--- src/rtl/fft_tw_addr_gen.sv ---
// Stage/butterfly sequencer for an in-place radix-2 DIF FFT. It drives the twiddle ROM and
// delays the butterfly indices by one cycle so they line up with the ROM output.
module fft_tw_addr_gen #(
  parameter int N_LOG2     = 9,
  parameter int ADDR_WIDTH = N_LOG2
) (
  input  logic                      clk,
  input  logic                      rst,
  input  logic                      start,
  output logic                      busy,
  output logic                      done,
  output logic                      rom_rd_en,
  output logic [ADDR_WIDTH-1:0]     rom_addr,
  output logic                      out_valid,
  input  logic                      out_ready,
  output logic [N_LOG2-1:0]         idx_a,
  output logic [N_LOG2-1:0]         idx_b,
  output logic [$clog2(N_LOG2)-1:0] stage
);

  localparam int SW = $clog2(N_LOG2);
  localparam int KW = N_LOG2 - 1;
  localparam logic [KW-1:0]     K_LAST = '1;
  localparam logic [SW-1:0]     S_LAST = SW'(N_LOG2 - 1);
  localparam logic [N_LOG2-1:0] ONE    = N_LOG2'(1);

  typedef enum logic [1:0] {IDLE, RUN, DRAIN, DONE} state_t;

  state_t            state_q, state_d;
  logic [SW-1:0]     s_q, s_d;
  logic [KW-1:0]     k_q, k_d;
  logic              out_valid_q, out_valid_d;
  logic [N_LOG2-1:0] idx_a_q, idx_a_d;
  logic [N_LOG2-1:0] idx_b_q, idx_b_d;
  logic [SW-1:0]     stage_q, stage_d;

  logic [31:0]       sh_lo, sh_hi;
  logic [N_LOG2-1:0] k_ext, h, j, g, cur_a, cur_b, tw;
  logic              issue, last_item;

  // Butterfly geometry for the item that the (s, k) counters currently point at
  always_comb begin
    sh_lo = 32'(N_LOG2 - 1) - 32'(s_q);
    sh_hi = sh_lo + 32'd1;
    k_ext = {1'b0, k_q};
    h     = ONE << sh_lo;
    j     = k_ext & (h - ONE);
    g     = k_ext >> sh_lo;
    cur_a = (g << sh_hi) | j;
    cur_b = cur_a + h;
    tw    = j << s_q;
  end

  assign issue     = (state_q == RUN) && (!out_valid_q || out_ready);
  assign last_item = (s_q == S_LAST) && (k_q == K_LAST);

  always_comb begin
    state_d     = state_q;
    s_d         = s_q;
    k_d         = k_q;
    out_valid_d = out_valid_q;
    idx_a_d     = idx_a_q;
    idx_b_d     = idx_b_q;
    stage_d     = stage_q;

    if (!issue && out_valid_q && out_ready) begin
      out_valid_d = 1'b0;
    end

    case (state_q)
      IDLE: begin
        if (start) begin
          state_d = RUN;
          s_d     = '0;
          k_d     = '0;
        end
      end
      RUN: begin
        if (issue) begin
          idx_a_d     = cur_a;
          idx_b_d     = cur_b;
          stage_d     = s_q;
          out_valid_d = 1'b1;
          // Counters return to zero after the last item so rom_addr idles at 0
          if (last_item) begin
            s_d     = '0;
            k_d     = '0;
            state_d = DRAIN;
          end else if (k_q == K_LAST) begin
            k_d = '0;
            s_d = s_q + SW'(1);
          end else begin
            k_d = k_q + KW'(1);
          end
        end
      end
      DRAIN: begin
        if (out_valid_q && out_ready) begin
          state_d = DONE;
        end
      end
      DONE: begin
        state_d = IDLE;
      end
      default: begin
        state_d = IDLE;
      end
    endcase
  end

  always_ff @(posedge clk) begin
    if (rst) begin
      state_q     <= IDLE;
      s_q         <= '0;
      k_q         <= '0;
      out_valid_q <= 1'b0;
      idx_a_q     <= '0;
      idx_b_q     <= '0;
      stage_q     <= '0;
    end else begin
      state_q     <= state_d;
      s_q         <= s_d;
      k_q         <= k_d;
      out_valid_q <= out_valid_d;
      idx_a_q     <= idx_a_d;
      idx_b_q     <= idx_b_d;
      stage_q     <= stage_d;
    end
  end

  assign busy      = (state_q == RUN) || (state_q == DRAIN);
  assign done      = (state_q == DONE);
  assign rom_rd_en = issue;
  assign rom_addr  = ADDR_WIDTH'(tw);
  assign out_valid = out_valid_q;
  assign idx_a     = idx_a_q;
  assign idx_b     = idx_b_q;
  assign stage     = stage_q;

endmodule

--- config.mk ---
export PLATFORM = sky130hd
export DESIGN_NAME = fft_tw_addr_gen
export DESIGN_NICKNAME = d
export VERILOG_FILES = /design/src/rtl/fft_tw_addr_gen.sv
export SDC_FILE = /design/constraint.sdc
export NUM_CORES = 1
export LEC_CHECK = 0
export ABC_CLOCK_PERIOD_IN_PS = 5060
export CORE_UTILIZATION = 53
export CTS_BUF_LIST = sky130_fd_sc_hd__clkbuf_8
export DETAILED_ROUTE_END_ITERATION = 7
export PLACE_DENSITY = 0.83
export SLEW_MARGIN = 20
export SYNTH_ARGS = -nofsm -noshare
export SYNTH_HDL_FRONTEND = slang
export SYNTH_SLANG_ARGS = --single-unit
--- constraint.sdc ---
create_clock -name clk -period 5.06 [get_ports clk]
set_clock_uncertainty 0.1 [all_clocks]
set_input_delay 1.012 -clock clk [delete_from_list [all_inputs] [get_ports clk]]
set_output_delay 1.012 -clock clk [all_outputs]
set_load 0.05 [all_outputs]
==> qor.txt <==
RUN STATUS
-------------------------------------------------------------------------------------
Result of the run ...................................................... finished, final reports clean

CLOCK TREE
-------------------------------------------------------------------------------------
# resized after CTS ....................................................            0
Setup bufs post-CTS ....................................................            0
Clock insertion delay at the later pin of the skew report ..............       280 ps
CTS buffer count .......................................................            5
Number of clock sinks seen by CTS ......................................           37
Clock-pin slew of the registers on the worst-case setup and hold paths .        70 ps
Number of buffers inserted by hold repair at cts .......................            0
CTS tree ...............................................................          yes
Number of H-tree levels ................................................            2
Maximum clock path buffer count ........................................            2
Clock root buffer ......................................................     clkbuf_8

CRITICAL PATH
-------------------------------------------------------------------------------------
Register-to-register setup slack .......................................       810 ps
Maximum fanout count along the critical path ...........................           15
Setup Crit Path Kind ...................................................   reg -> out
Buf/Inv on CP ..........................................................            2
Crit-path slowest cell .................................................        or2_0
Required time reported for the critical path endpoint ..................      3950 ps
CP delay by family, top ................................................ compound AO/OA/AOI/OAI gates
Worst setup EP type .................................................... primary output
Longest individual stage delay on the worst path .......................       430 ps
CP arrival .............................................................      3610 ps
Worst-path cell chain .................................................. buf_4 -> or2_0 -> a21boi_1 -> o21ai_0 -> nand2_1 -> ha_1 -> nor3b_1 -> mux2i_1 -> o22a_1 -> o22ai_1 -> a2bb2oi_1 -> o32a_1 -> o21ai_2 -> buf_12
Worst Setup Start Kind .................................................         flop

SYNTH
-------------------------------------------------------------------------------------
Fraction of registers with async set or reset after synthesis ..........           0%
Number of instances in the synthesized netlist .........................          445
Count of flip-flops with a built-in enable after synthesis .............            0
Netlist area before placement ..........................................     3370 µm²
Number of nets in the synthesized netlist ..............................          468
Yosys reg bits .........................................................           37
Commonest cells in the netlist ......................................... 55 x nor2_1, 51 x nand2_1, 37 x dfxtp_1
Cell taking the most area after synthesis ..............................      dfxtp_1
Average cell area after synthesis ......................................     7.57 µm²
Cell with the most instances after synthesis ...........................       nor2_1
Proportion of netlist area held by the largest area contributor ........        22.0%
Top post-synthesis cells by area ....................................... dfxtp_1 22%, ha_1 6.7%, nor2_1 6.1%
Warnings, synthesis ....................................................            0
Top FF cell, synth .....................................................      dfxtp_1
Yosys cell types .......................................................           83
Sequential fraction of the synthesis area ..............................        22.0%

TIMING
-------------------------------------------------------------------------------------
Max-slew violations ....................................................            0
Highest clock frequency the design can meet ............................      212 MHz
Fin crit period ........................................................      4720 ps
Count of endpoints failing hold in the final timing report .............            0
Minimum setup slack in the final design ................................       342 ps
Number of setup violations in the final report .........................            0
Share of the clock period used by the worst path .......................        93.2%
Worst slew pin tran ....................................................       585 ps
Final setup TNS ........................................................         0 ps
Worst slew slack as a fraction of its limit ............................        60.4%
Setup repair after global routing missed its margin ....................        false

PLACE
-------------------------------------------------------------------------------------
Number of instances in the placed design ...............................          540
Gpl congestion .........................................................         1.03
Minimum setup slack after placement ....................................       748 ps
Dpl cell area ..........................................................     3890 µm²
Count of input and output buffers ......................................           38
Half-perimeter wire length after detailed placement ....................      7970 µm

LAYOUT
-------------------------------------------------------------------------------------
Finished Core Util .....................................................        65.8%
Finished Cell Area .....................................................     3960 µm²
Fill cell instance count of the final layout ...........................          534
Net count, final .......................................................          495
Final Instance Count excl. Fillers .....................................          546
Antenna Cells ..........................................................            0
Layout cell share with drive strength beyond 1 .........................        11.5%
Area Growth Syn to Fin .................................................        17.7%

GRT
-------------------------------------------------------------------------------------
Largest net degree at the start of global routing ......................           34
Wire length of the first global-routing pass ...........................     16800 µm
Via count of the first global-routing pass .............................         3280
Antenna violations before repair .......................................            0
Met3 demand-to-capacity share in global routing ........................        4.11%
Global Route met2 Usage ................................................        54.9%
Remaining global-route overflow ........................................            0
Routing usage on met1 ..................................................        42.8%
Overall Global Routing Usage ...........................................        33.2%
Busiest layer in global routing ........................................         met2

FLOORPLANNING
-------------------------------------------------------------------------------------
Die Outline Area .......................................................     6680 µm²
Number of primary I/O pins .............................................           39
Row count ..............................................................           28
Core outline area ......................................................     6030 µm²
Die Wd .................................................................      81.7 µm
Effective utilization at floorplan .....................................        55.9%
Die Span Y .............................................................      81.7 µm

JOB
-------------------------------------------------------------------------------------
Max-cap violations .....................................................            0

ROUTE
-------------------------------------------------------------------------------------
Iter 0 DRT Violations ..................................................          441
Post-DR wirelength/cell ................................................      19.3 µm
1st-pass router iterations .............................................            5
Routed vias/inst .......................................................         6.52
Total via count after detailed routing .................................         3558
Final routed wirelength across all metal layers ........................     10500 µm
DRC violations left ....................................................            0
Post-route antenna net violation count .................................            0

POWER
-------------------------------------------------------------------------------------
Portion of total power attributed to sequential cells ..................        23.4%
Clk network pwr share ..................................................        11.1%
Sw Share ...............................................................        51.4%
Net switching power of the design ......................................       864 µW
Combinational share of power ...........................................        65.5%
Peak ir drop on the vdd network ........................................     0.421 mV
Power per cell area ....................................................   425 nW/µm²
Leakage power of the design ............................................   0.00156 µW
Internal Pwr Total .....................................................       818 µW

HOLD PATH
-------------------------------------------------------------------------------------
Min-delay worst type ...................................................   reg -> reg

[metrics by stage]
step	hold WS, ps	total power, µW
floorplan	418	1170
global placement	343	1470
detailed placement	345	1480
CTS	354	1670
global route	366	1770
finish	353	1680
[per-layer routing]
metal / wire (µm) / share of wire (%)
met5: 0 / 0
met3: 792 / 7.5
met2: 4800 / 46
met1: 4440 / 42
met4: 486 / 4.6
[cell type report]
| cell class | count | area [µm²] | area share (%) |
|---|---|---|---|
| Inverter | 17 | 63.8 | 1.61 |
| Tap cell | 75 | 93.8 | 2.37 |
| Sequential cell | 37 | 741 | 18.7 |
| Clock inverter | 1 | 5.00 | 0.126 |
| Multi-Input combinational cell | 356 | 2390 | 60.4 |
| Timing Repair Buffer | 55 | 598 | 15.1 |
| Clock buffer | 5 | 68.8 | 1.74 |
[placed cells by master (no fill, tap or decap), drive strengths merged, types with 4 or more instances in the layout]
cell            n
xor2            5
o21ai          26
dfxtp          37
nand4           4
xnor2          15
o21a            5
nand3          12
o22ai           7
a211oi          4
nand2b          8
nor3           12
a21boi          4
inv            16
clkbuf          5
ha             18
buf            26
and3            4
a21oi          27
a21o            4
mux2i           9
nor2b           6
clkdlybuf4s50  29
or2             6
nand2          51
o22a            4
nor2           55
[power by group through the flow]
stage          Combinational [µW]  Sequential [µW]  Clock, µW
3_5_place_dp                 1080              398          0
6_report                     1100              393        186
5_1_grt                      1170              400        202
3_3_place_gp                 1080              395          0
2_1_floorplan                 637              537          0
4_1_cts                      1090              392        190
[cell families (layout without fill, tap and decap cells)]
group	Yosys count	after routing	share of synthesized area, %
AO/OA/AOI/OAI	127	127	27.6
XOR/XNOR	21	21	5.91
buffers and inverters	52	78	6.95
AND/OR/NAND/NOR	174	174	24.6
multiplexers	15	15	5.69
adder cells (fa/ha/maj)	19	19	7.28
flip-flops	37	37	22.0
[sequential cells by signal (all words and copies together), names as in the netlist]
name,flops
state_q,2
idx_b,9
idx_a,9
s_q,4
k_q,8
stage,4
out_valid,1
[path summary, 6_finish.rpt]
kind | start | endpoint | cells after the start
worst max-delay path | s_q[1] | rom_addr[8] | 14
worst min register to register | idx_b[5] | idx_b[5] | 2
worst max register to register | s_q[1] | idx_b[8] | 17
worst min-delay path | idx_b[5] | idx_b[5] | 2
[worst min-delay path: stages, from the launching register on]
cell and delay, ps:
dfxtp_1 310, nand2_1 50, a21oi_1 50
(Power assumes the default switching activity.)
